## config.mk

```make
export PLATFORM = sky130hd
export DESIGN_NAME = apb_master_bridge
export DESIGN_NICKNAME = d
export VERILOG_FILES = /design/src/rtl/apb_pkg.sv /design/src/rtl/apb_master_bridge.sv
export SDC_FILE = /design/constraint.sdc
export NUM_CORES = 1
export LEC_CHECK = 0
export ABC_AREA = 1
export BUFFER_PORTS_ARGS = -buffer_cell sky130_fd_sc_hd__buf_2
export CORE_UTILIZATION = 45
export DETAILED_ROUTE_END_ITERATION = 6
export PLACE_DENSITY = 0.75
export SYNTH_ARGS = -nofsm -noshare
export SYNTH_HDL_FRONTEND = slang
export SYNTH_SLANG_ARGS = --single-unit
```

## constraint.sdc

```tcl
create_clock -name clk -period 5.4 [get_ports clk]
set_input_delay 1.62 -clock clk [delete_from_list [all_inputs] [get_ports clk]]
set_output_delay 1.62 -clock clk [all_outputs]
set_load 0.005 [all_outputs]
```

## src/rtl/apb_pkg.sv

```systemverilog
`default_nettype none
// ============================================================================
// Module   : apb_pkg
// Brief    : Shared state encoding, default widths and response codes for the APB bridge.
// Revision : 1.0 - initial release
// ============================================================================
package apb_pkg;

    typedef enum logic [1:0] {
        IDLE   = 2'd0,
        SETUP  = 2'd1,
        ACCESS = 2'd2,
        RESP   = 2'd3
    } state_e;

    localparam int c_ADDR_W_DEF = 5;
    localparam int c_DATA_W_DEF = 32;

    localparam logic c_RSP_OK  = 1'b0;
    localparam logic c_RSP_ERR = 1'b1;

endpackage : apb_pkg
`default_nettype wire

```

## src/rtl/apb_master_bridge.sv

```systemverilog
`default_nettype none
// ============================================================================
// Module   : apb_master_bridge
// Brief    : Valid/ready command to APB requester with timeout and error response.
// Revision : 1.0 - initial release
// ============================================================================
module apb_master_bridge
    import apb_pkg::*;
#(
    parameter  int ADDR_W      = c_ADDR_W_DEF,
    parameter  int DATA_W      = c_DATA_W_DEF,
    parameter  int NUM_SEL     = 2,
    parameter  int TIMEOUT_CYC = 16,
    localparam int SEL_W       = (NUM_SEL > 1) ? $clog2(NUM_SEL) : 1
) (
    input  logic              clk,
    input  logic              Reset,
    input  logic              cmd_valid,
    output logic              cmd_ready,
    input  logic              cmd_write,
    input  logic [SEL_W-1:0]  cmd_slave,
    input  logic [ADDR_W-1:0] cmd_addr,
    input  logic [DATA_W-1:0] cmd_wdata,
    output logic [NUM_SEL-1:0] Psel,
    output logic              penable,
    output logic              pwrite,
    output logic [ADDR_W-1:0] paddr,
    output logic [DATA_W-1:0] pwdata,
    input  logic              pready,
    input  logic [DATA_W-1:0] prdata,
    output logic              rsp_valid,
    input  logic              rsp_ready,
    output logic [DATA_W-1:0] rsp_rdata,
    output logic              rsp_err
);

    localparam int c_CNT_W = (TIMEOUT_CYC > 0) ? $clog2(TIMEOUT_CYC + 1) : 1;
    localparam logic [c_CNT_W-1:0] c_TIMEOUT = c_CNT_W'(TIMEOUT_CYC);

    state_e              state_q,     state_d;
    logic [NUM_SEL-1:0]  psel_q,      psel_d;
    logic                penable_q,   penable_d;
    logic                pwrite_q,    pwrite_d;
    logic [ADDR_W-1:0]   paddr_q,     paddr_d;
    logic [DATA_W-1:0]   pwdata_q,    pwdata_d;
    logic                rsp_valid_q, rsp_valid_d;
    logic [DATA_W-1:0]   rsp_rdata_q, rsp_rdata_d;
    logic                rsp_err_q,   rsp_err_d;
    logic [c_CNT_W-1:0]  cnt_q,       cnt_d;
    logic                bad_q,       bad_d;

    logic                cmd_bad;
    logic [NUM_SEL-1:0]  sel_onehot;
    logic [c_CNT_W-1:0]  cnt_inc;

    assign cmd_bad = (32'(cmd_slave) >= NUM_SEL);

    always_comb begin
        sel_onehot = '0;
        for (int i = 0; i < NUM_SEL; i++) begin
            if (32'(cmd_slave) == i) begin
                sel_onehot[i] = 1'b1;
            end
        end
    end

    always_ff @(posedge clk or posedge Reset) begin
        if (Reset) begin
            state_q     <= IDLE;
            psel_q      <= '0;
            penable_q   <= 1'b0;
            pwrite_q    <= 1'b0;
            paddr_q     <= '0;
            pwdata_q    <= '0;
            rsp_valid_q <= 1'b0;
            rsp_rdata_q <= '0;
            rsp_err_q   <= c_RSP_OK;
            cnt_q       <= '0;
            bad_q       <= 1'b0;
        end else begin
            state_q     <= state_d;
            psel_q      <= psel_d;
            penable_q   <= penable_d;
            pwrite_q    <= pwrite_d;
            paddr_q     <= paddr_d;
            pwdata_q    <= pwdata_d;
            rsp_valid_q <= rsp_valid_d;
            rsp_rdata_q <= rsp_rdata_d;
            rsp_err_q   <= rsp_err_d;
            cnt_q       <= cnt_d;
            bad_q       <= bad_d;
        end
    end

    always_comb begin
        state_d     = state_q;
        psel_d      = psel_q;
        penable_d   = penable_q;
        pwrite_d    = pwrite_q;
        paddr_d     = paddr_q;
        pwdata_d    = pwdata_q;
        rsp_valid_d = rsp_valid_q;
        rsp_rdata_d = rsp_rdata_q;
        rsp_err_d   = rsp_err_q;
        cnt_d       = cnt_q;
        bad_d       = bad_q;
        cnt_inc     = cnt_q + c_CNT_W'(1);

        case (state_q)
            IDLE: begin
                // APB fields load at accept so they are already valid in SETUP
                if (cmd_valid) begin
                    state_d  = SETUP;
                    pwrite_d = cmd_write;
                    paddr_d  = cmd_addr;
                    pwdata_d = cmd_wdata;
                    bad_d    = cmd_bad;
                    psel_d   = cmd_bad ? '0 : sel_onehot;
                    cnt_d    = '0;
                end
            end
            SETUP: begin
                if (bad_q) begin
                    state_d     = RESP;
                    rsp_valid_d = 1'b1;
                    rsp_err_d   = c_RSP_ERR;
                    rsp_rdata_d = '0;
                end else begin
                    state_d   = ACCESS;
                    penable_d = 1'b1;
                end
            end
            ACCESS: begin
                if (pready) begin
                    state_d     = RESP;
                    psel_d      = '0;
                    penable_d   = 1'b0;
                    rsp_valid_d = 1'b1;
                    rsp_err_d   = c_RSP_OK;
                    rsp_rdata_d = pwrite_q ? '0 : prdata;
                end else if (TIMEOUT_CYC != 0) begin
                    cnt_d = cnt_inc;
                    if (cnt_inc == c_TIMEOUT) begin
                        state_d     = RESP;
                        psel_d      = '0;
                        penable_d   = 1'b0;
                        rsp_valid_d = 1'b1;
                        rsp_err_d   = c_RSP_ERR;
                        rsp_rdata_d = '0;
                    end
                end
            end
            RESP: begin
                if (rsp_ready) begin
                    state_d     = IDLE;
                    rsp_valid_d = 1'b0;
                    rsp_rdata_d = '0;
                    rsp_err_d   = c_RSP_OK;
                end
            end
            default: begin
                state_d = IDLE;
            end
        endcase
    end

    assign cmd_ready = (state_q == IDLE);
    assign Psel      = psel_q;
    assign penable   = penable_q;
    assign pwrite    = pwrite_q;
    assign paddr     = paddr_q;
    assign pwdata    = pwdata_q;
    assign rsp_valid = rsp_valid_q;
    assign rsp_rdata = rsp_rdata_q;
    assign rsp_err   = rsp_err_q;

endmodule : apb_master_bridge
`default_nettype wire
```

==> flow_summary.toml, run 1 <==
[global_routing]
grt_max_degree = 43
grt_pass1_wl_um = 13480
grt_overflow = 0
grt_pass1_vias = 2917
antenna_found_initial = 0
grt_util_all_layers_pct = 20.26

[clock_network]
tritoncts = "yes"
cts_resized = 0
clk_path_buf_depth = 2
clock_latency_ns = 0.35
hold_buffers = 0
cts_buffers = 9
cts_root_buf = "clkbuf_8"
cts_max_level = 3
cts_sinks = 82
cts_setup_buffers = 0
clkTransAtPathRegs_ns = 0.09

[synthesis]
synth-seq-cells = 82
synth-warning-count = 0
synth.cell_area_um2 = 3717
seq_area_frac_synth_pct = 55.20
synth_cells = 373
avgSynthCellArea_um2 = 9.966
synth_cell_type_count = 23
synth.net_count = 454

[route]
drt_wl_total_um = 8509
drt_iter0_markers = 112
vias = 3058
drc_errors = 0
via_per_inst = 4.909
firstDrtPassIters = 4
final_antenna_net_count = 0
wl_per_cell_um = 13.66

[placed_design]
place_hpwl_um = 6003
gp_congestion = 0.8185
preCtsSetupSlack_ns = 2.233
port_buffers = 151

[finish]
final_common_cell = "buf_2"
finish.utilization_pct = 59.52
drive_gt1_share_pct = 42.23
layout_common_cells = "buf_2, nand2_1, dfrtp_1, inv_1, mux2_2"
diodes = 0
nets = 597
area_growth_pct = 25.65

[floorplanning]
fp.dieW_um = 92.89
pin_count = 152
core-area_um2 = 7848
initial_utilization_pct = 47.37
die_h_um = 92.89
die_area_um2 = 8629
row_count = 32

[min_path]
hold_path.class = "reg -> reg"

[sta]
setup_tns_ns = 0
setup_viol = 0
clock.fmax_mhz = 345.6
finalClockSkew_ns = 0.01572
final_max_slew_viol_count = 0
hold_viol_final = 0
min_period_over_period_pct = 53.58
worst_slack_ns = 2.507
whs_ns = 0.4702
fin_crit_ns = 2.893
max_slew_margin_pct = 30.46
tightest_slew_ns = 1.041
grt_setup_unrepaired = "false"

[critical_path]
timing_worst_setup_path_type = "reg -> out"
crit_arrival_ns = 1.27
cp-start-kind = "register"
path_max_fanout = 5
end_kind = "output port"
worstPathRequired_ns = 3.78

[power]
p_per_area_nw_per_um2 = 504.8
ir_drop_mv = 0.2599
p_leak_uw = 0.002632

[run_status]
status = "finished clean"

[flow_run]
max_cap_viol_count = 0
sequential cells by signal, summed over array words and instances, names as in the netlist, 2 cells and up:
name and count:
pwdata 32, paddr 5, rsp_rdata 32, Psel 2, state_q 2, cnt_q 5
path summary, 6_finish.rpt:
kind / startpoint / endpoint / slack [ns] / depth (start not counted)
worst min-delay path: rsp_rdata[6] / rsp_rdata[6] / 0.47 / 2
worst min register to register: rsp_rdata[6] / rsp_rdata[6] / 0.47 / 2
min in group asynchronous: Reset / pwdata[30] / 1.35 / 2
worst max register to register: cnt_q[0] / rsp_rdata[11] / 3.18 / 8
max in group asynchronous: Reset / rsp_rdata[31] / 3.07 / 3
worst max-delay path: state_q[1] / cmd_ready / 2.51 / 3
synthesized netlist by cell type:
library cell  count  share of area, %
a21oi_2           1              0.24
buf_2            11               1.5
buf_4             3              0.61
buf_6             3              0.91
clkbuf_1          5              0.50
dfrtp_1          82                55
ha_1              5               1.7
inv_1            45               4.5
mux2_2           38                12
mux2i_1           1              0.27
nand2_1          83               8.4
nand2_2           3              0.50
nand3_1           5              0.67
nand3_2           2              0.54
nand3_4           3               1.4
nand4_1          37               6.2
nor2_1           34               3.4
nor2_2            1              0.17
o21ai_0           3              0.40
o21ai_1           3              0.40
o22ai_1           2              0.34
or2_2             2              0.34
xnor2_1           1              0.24
metal layers:
| layer | global-route usage [%] | share of wire (%) | up-vias |
|---|---|---|---|
| met1 | 25.65 | 43 | 1434 |
| met2 | 32.90 | 49 | 110 |
| met5 | 0 | 0 | - |
| li1 | - | - | 1500 |
| met3 | 3.366 | 5.5 | 14 |
| met4 | 11.41 | 2.3 | 0 |
metrics by stage:
stage                     power [uW]  cells  area [um^2]
after floorplan                 1624    373         3717
after global placement          1938    607         4494
after detailed placement        1979    607         4494
after CTS                       2387    623         4671
after global routing            2538    623         4671
final                           2358    623         4671
worst max-delay path, stage by stage (launching register included):
cell,delay (ns)
dfrtp_1,0.43
inv_1,0.09
ha_1,0.25
buf_2,0.15
logic make-up (layout without fill, tap and decap cells):
logic type	Yosys count	count (layout)	share of synthesized area, %
and+or+nand+nor	170	170	21.68
adders and majority gates	5	5	1.683
buffers and inverters	67	215	8.044
DFF	82	82	55.20
muxes	39	39	11.78
AOI/OAI and AO/OA	9	9	1.380
xor gates and xnor gates	1	1	0.2357
final cells by class:
type	count	area, um^2
tap	102	127.6
inverter	45	170.2
clock buffer	10	127.6
fill	707	3177
sequential	82	2052
multi-input combinational	224	1366
timing repair buffer	154	778.2
clock inverter	6	48.80
where the power goes:
group / internal [uW] / switching (uW)
logic: 442 / 546
registers: 846 / 124
clock network: 171 / 230
total: 1460 / 899
No activity file was read; power rests on OpenSTA's default activity.
==> run 2, diff against run 1 <==
==> constraint.sdc (replaced) <==
create_clock -name clk -period 3.05 [get_ports clk]
set_input_delay 0.915 -clock clk [delete_from_list [all_inputs] [get_ports clk]]
set_output_delay 0.915 -clock clk [all_outputs]
set_load 0.005 [all_outputs]
==> run 2 against run 1 <==
  * Sequential power grew 76%
  * Sequential cell count is the same
  * Via count shrank 1.1%
  * Setup slack lost 1.7 ns
  * Combinational power grew 79%
  * Total power grew 82%
  * Clock skew shrank 0.0077 ns
  * Hold slack is essentially flat
  * First-iteration DRC count grew 8.0%
  * Largest cell class unchanged
  * Largest power group unchanged
==> flow_summary.toml, run 2 (same netlist as run 1, synthesis figures left out) <==
[sta]
setup_tns_ns = 0
finalClockSkew_ns = 0.007982
min_period_over_period_pct = 73.66
setup_viol = 0
max_slew_margin_pct = 50.13
hold_viol_final = 0
clock.fmax_mhz = 445.1
tightest_slew_ns = 0.7480
final_max_slew_viol_count = 0
grt_setup_unrepaired = "false"
fin_crit_ns = 2.247

[finish]
drive_gt1_share_pct = 42.64
layout_common_cells = "buf_2, nand2_1, dfrtp_1, inv_1, mux2_2"
nets = 599
fill_cells = 718
diodes = 0
area_growth_pct = 27.26
final_common_cell = "buf_2"
final_area_um2 = 4731

[route]
final_antenna_net_count = 0
firstDrtPassIters = 4
vias = 3025
drc_errors = 0
drt_wl_total_um = 8424
wl_per_cell_um = 13.48
drt_iter0_markers = 121
via_per_inst = 4.840

[global_routing]
grt_pass1_vias = 2919
antenna_found_initial = 0
grt_pass1_wl_um = 13790
grt_util_all_layers_pct = 20.40
grt_max_degree = 40
grt_overflow = 0

[placed_design]
port_buffers = 151
dpl_cell_area_um2 = 4522
gp_congestion = 0.7751
place_hpwl_um = 6014

[critical_path]
r2r-start = "state_q[0]"
worstPathRequired_ns = 3.27
timing_worst_setup_path_type = "reg -> reg"
crit_arrival_ns = 2.47
worstReg2RegEnd = "rsp_rdata[12]"
crit_top_cell = "nand2_1"
cp_num_buf_inv = 1
r2r_slack_ns = 0.80
path_cells = "ha_1, inv_1, or2_2, nand3_4, nand2_1, nand2_1"
crit_path_max_incr_delay_ns = 0.60
r2r_cells = 6
end_kind = "register"
critPathSlowestCell = "or2_2"
cp-start-kind = "register"
crit_family = "simple AND/OR/NAND/NOR gates"
path_max_fanout = 38

[power]
p_clk_share_pct = 18.9
sw_frac_of_total_pct = 37.29
combPwrFrac_pct = 41.3
p_sw_uw = 1601
internal-power_uw = 2693
p_leak_uw = 0.002667
p_seq_share_pct = 39.8
ir_drop_mv = 0.4146
p_per_area_nw_per_um2 = 907.6

[clock_network]
hold_buffers = 0
cts_max_level = 3
cts_sinks = 82
cts_buffers = 9
cts_setup_buffers = 0
clkTransAtPathRegs_ns = 0.09
tritoncts = "yes"
cts_resized = 0
clk_path_buf_depth = 2
clock_latency_ns = 0.34
cts_root_buf = "clkbuf_8"

[min_path]
min-delay-start = "rsp_rdata[25]"
hold_end = "rsp_rdata[25]"
whs_path_depth = 2
hold_path.class = "reg -> reg"

[floorplanning]
die_h_um = 92.89
fp.dieW_um = 92.89
initial_utilization_pct = 47.37
die_area_um2 = 8629
pin_count = 152
row_count = 32
core-area_um2 = 7848

[run_status]
status = "finished clean"

[flow_run]
max_cap_viol_count = 0
[run 2: worst max-delay path by stage]
stage | startpoint | end | depth (start not counted)
2_1_floorplan | Reset | Psel[0] | 1
3_3_place_gp | rsp_ready | rsp_rdata[6] | 5
3_5_place_dp | rsp_ready | rsp_rdata[12] | 5
4_1_cts | state_q[0] | rsp_rdata[30] | 6
5_1_grt | state_q[0] | rsp_rdata[6] | 6
6_report | state_q[0] | rsp_rdata[12] | 6
[run 2: power groups by stage]
stage,Clock [uW],Combinational (uW),Sequential [uW]
after floorplan,0,1120,1750
after global placement,0,1730,1710
after detailed placement,0,1790,1730
after CTS,839,1790,1710
after global routing,878,1990,1760
final,813,1770,1710
[run 2: metal layers]
| layer | vias up | share of wire [%] | global-route usage [%] |
|---|---|---|---|
| met3 | 20 | 5.3 | 2.874 |
| met2 | 105 | 49 | 32.66 |
| li1 | 1492 | - | - |
| met4 | 0 | 2.5 | 10.13 |
| met1 | 1408 | 43 | 27.14 |
| met5 | - | 0 | 0 |
[run 2: tightest hold or removal path, stage by stage (launching register included)]
cell	delay (ns)
dfrtp_1	0.34
nand2_1	0.05
nand2_1	0.05
[run 2: per-stage QoR]
step           hold WS, ns  std cells  worst slack [ns]  utilization [%]  total power, uW
2_1_floorplan       0.4654        373           0.02656                -             2875
3_3_place_gp        0.4505        609            0.6048            57.62             3444
3_5_place_dp        0.4540        609            0.5941            57.62             3520
4_1_cts             0.4757        625            0.8254            60.28             4342
5_1_grt             0.5000        625            0.5611            60.28             4621
6_report            0.4700        625            0.8032            60.28             4294
[run 2: area by class of cell]
type | instances | area [um^2] | area share, %
multi-input combinational | 224 | 1366 | 28.88
clock buffer | 10 | 137.6 | 2.909
timing repair buffer | 156 | 805.8 | 17.03
inverter | 45 | 170.2 | 3.597
clock inverter | 6 | 71.32 | 1.508
sequential | 82 | 2052 | 43.37
tap | 102 | 127.6 | 2.698
==> run 3, diff against run 2 <==
--- a/config.mk
+++ b/config.mk
@@ -5,11 +5,11 @@
 export SDC_FILE = /design/constraint.sdc
 export NUM_CORES = 1
 export LEC_CHECK = 0
-export ABC_AREA = 1
+export ABC_AREA = 0
 export BUFFER_PORTS_ARGS = -buffer_cell sky130_fd_sc_hd__buf_2
-export CORE_UTILIZATION = 45
+export CORE_UTILIZATION = 43
 export DETAILED_ROUTE_END_ITERATION = 6
-export PLACE_DENSITY = 0.75
+export PLACE_DENSITY = 0.76
 export SYNTH_ARGS = -nofsm -noshare
 export SYNTH_HDL_FRONTEND = slang
 export SYNTH_SLANG_ARGS = --single-unit
==> constraint.sdc (replaced) <==
create_clock -name clk -period 2 [get_ports clk]
set_input_delay 0.6 -clock clk [delete_from_list [all_inputs] [get_ports clk]]
set_output_delay 0.6 -clock clk [all_outputs]
set_load 0.005 [all_outputs]
==> run 3 against run 2 <==
  * Critical path depth decreased by 3
  * Register-to-register slack got worse by 0.63 ns
  * Global-route usage shrank 1.1 points
  * Setup slack lost 0.71 ns
  * Non-clock buffer count increased by 4
  * Routed wire length decreased by 5.5%
  * Count of clock-buffer cells in the layout is the same
  * First-iteration DRC count is 23% lower
  * Die area down 1.0%
  * Utilization down 1.1 points
==> flow_summary.toml, run 3 <==
[synthesis]
synthTopCellsByCount = "dfrtp_1, inv_1, nand4_1, mux2_1, o21ai_1"
synth.net_count = 381
synth-warning-count = 0
synth_edf_count = 0
avgSynthCellArea_um2 = 11.72
seq_area_frac_synth_pct = 58.38
synth_cells = 300
synth.cell_area_um2 = 3515
synth_top_area_cell = "dfrtp_1"
async_flop_share_pct = 100.0
synth-seq-cells = 82
yosys_most_used_dff = "dfrtp_1"
synth_cell_type_count = 32
synthTopCellsByArea = "dfrtp_1, mux2_1, nand4_1, mux2_2, inv_1"
synthDominantCellAreaShare_pct = 58.38
yosysMostFrequentCell = "dfrtp_1"

[clock_network]
cts_max_level = 3
clkTransAtPathRegs_ns = 0.10
cts_root_buf = "clkbuf_8"
cts_setup_buffers = 0
tritoncts = "yes"
clock_latency_ns = 0.35
cts_sinks = 82
cts_buffers = 9
hold_buffers = 0
clk_path_buf_depth = 2

[sta]
setup_tns_ns = 0
finalClockSkew_ns = 0.01446
clock.fmax_mhz = 525.5
final_max_slew_viol_count = 0
hold_viol_final = 0
grt_setup_unrepaired = "false"
max_slew_margin_pct = 78.21
min_period_over_period_pct = 95.15
setup_viol = 0
tightest_slew_ns = 0.3269
fin_crit_ns = 1.903

[finish]
area_growth_pct = 31.54
nets = 533
layout_common_cells = "buf_2, dfrtp_1, inv_1, nand4_1"
drive_gt1_share_pct = 46.61
final_cell_count_no_fill = 559
final_common_cell = "buf_2"
diodes = 0

[floorplanning]
die_h_um = 92.41
initial_utilization_pct = 45.02
fp.dieW_um = 92.41
die_area_um2 = 8539
row_count = 32
pin_count = 152
core-area_um2 = 7807

[critical_path]
cp-start-kind = "register"
crit_family = "flip-flops"
path_max_fanout = 8
worstReg2RegEnd = "cnt_q[3]"
path_cells = "inv_1, ha_2, buf_2"
cp_num_buf_inv = 2
r2r-start = "state_q[1]"
end_kind = "output port"
timing_worst_setup_path_type = "reg -> out"
r2r_cells = 7
critPathSlowestCell = "dfrtp_1"
r2r_slack_ns = 0.17
crit_path_max_incr_delay_ns = 0.41
crit_arrival_ns = 1.30
worstPathRequired_ns = 1.40
cp-startpoint = "state_q[1]"

[run_status]
status = "finished clean"

[route]
final_antenna_net_count = 0
vias = 2831
via_per_inst = 5.064
firstDrtPassIters = 4
drc_errors = 0
drt_wl_total_um = 7963
wl_per_cell_um = 14.25
drt_iter0_markers = 93

[power]
p_leak_uw = 0.002313
sw_frac_of_total_pct = 37.51
combPwrFrac_pct = 42.6
ir_drop_mv = 0.6743
p_clk_share_pct = 17.8
p_seq_share_pct = 39.6
p_sw_uw = 2693
internal-power_uw = 4487
p_per_area_nw_per_um2 = 1553

[global_routing]
grt_pass1_vias = 2831
grt_pass1_wl_um = 13050
grt_max_degree = 47
antenna_found_initial = 0
grt_overflow = 0
grt_util_all_layers_pct = 19.32

[placed_design]
place_hpwl_um = 5758
placed_cells = 543
port_buffers = 151
gp_congestion = 0.8073

[min_path]
hold_path.class = "in -> async"

[flow_run]
max_cap_viol_count = 0
run 3: changes by cell type in the layout (fill, tap and decap cells not counted), sizes merged, moves of 3 or more:
cell   before  now
nand3      10    4
nor2       35    7
a21oi       1    7
nand2      86   10
o21ai       6   39
buf       156  160
nand4      37   32
nor2b       0    6
inv        47   38
nor3        0    3
run 3: worst max path at each step:
stage | endpoint | cells after the start
2_1_floorplan | rsp_err | 6
3_3_place_gp | rsp_rdata[1] | 6
3_5_place_dp | cnt_q[3] | 7
4_1_cts | cmd_ready | 3
5_1_grt | cmd_ready | 3
6_report | cmd_ready | 3
run 3: cell families after synthesis:
family,count (synthesis),share of synthesized area (%)
flip-flops,82,58.38
AND/OR/NAND/NOR,65,10.36
buffers and inverters,55,6.906
AO/OA/AOI/OAI,54,9.968
multiplexers,39,12.60
adder cells (fa/ha/maj),5,1.780
run 3: cell type report:
cell class / count / area [um^2]
Multi-Input combinational cell: 163 / 1234
Clock inverter: 6 / 72.57
Timing Repair Buffer: 160 / 860.8
Sequential cell: 82 / 2052
Tap cell: 102 / 127.6
Clock buffer: 10 / 137.6
Inverter: 36 / 138.9
Fill cell: 699 / 3184
run 3: power by group through the flow:
stage	logic [uW]	registers (uW)	clock network, uW
2_1_floorplan	1840	2920	0
3_3_place_gp	3000	2840	0
3_5_place_dp	3090	2880	0
4_1_cts	3110	2850	1300
5_1_grt	3410	2950	1370
6_report	3060	2840	1270
run 3: what timing repair did:
action	4_1_cts	5_1_grt
endpoints found under the setup margin	1	0
gates resized for setup	1	0
hold endpoints to repair	0	0
run 3: layer usage:
layer  share of wire [%]  global-route usage [%]  wire [um]  up-vias
li1                    -                       -          -     1344
met1                  42                   23.90       3340     1367
met2                  50                   31.91       3995       95
met3                 4.5                   3.612        359       25
met4                 3.4                   10.55        268        0
met5                   0                       0          0        -
run 3: metrics by stage:
step           cell area (um^2)  hold WS, ns  setup slack [ns]  util, %  total power [uW]
2_1_floorplan              3518       0.4592            0.2437        -              4760
3_3_place_gp               4410       0.4678            0.2050    56.49              5834
3_5_place_dp               4410       0.4754           0.09837    56.49              5971
4_1_cts                    4623       0.3127           0.07360    59.21              7264
5_1_grt                    4623       0.3298           0.03394    59.21              7724
6_report                   4623       0.3136           0.09694    59.21              7180
run 3: worst reg2reg max path: stages, from the launching register on:
cell and delay (ns):
dfrtp_1 0.41, inv_1 0.11, ha_2 0.28, nor2b_1 0.28, a211o_1 0.24, nor3_1 0.08, a21o_1 0.16, a22o_1 0.17
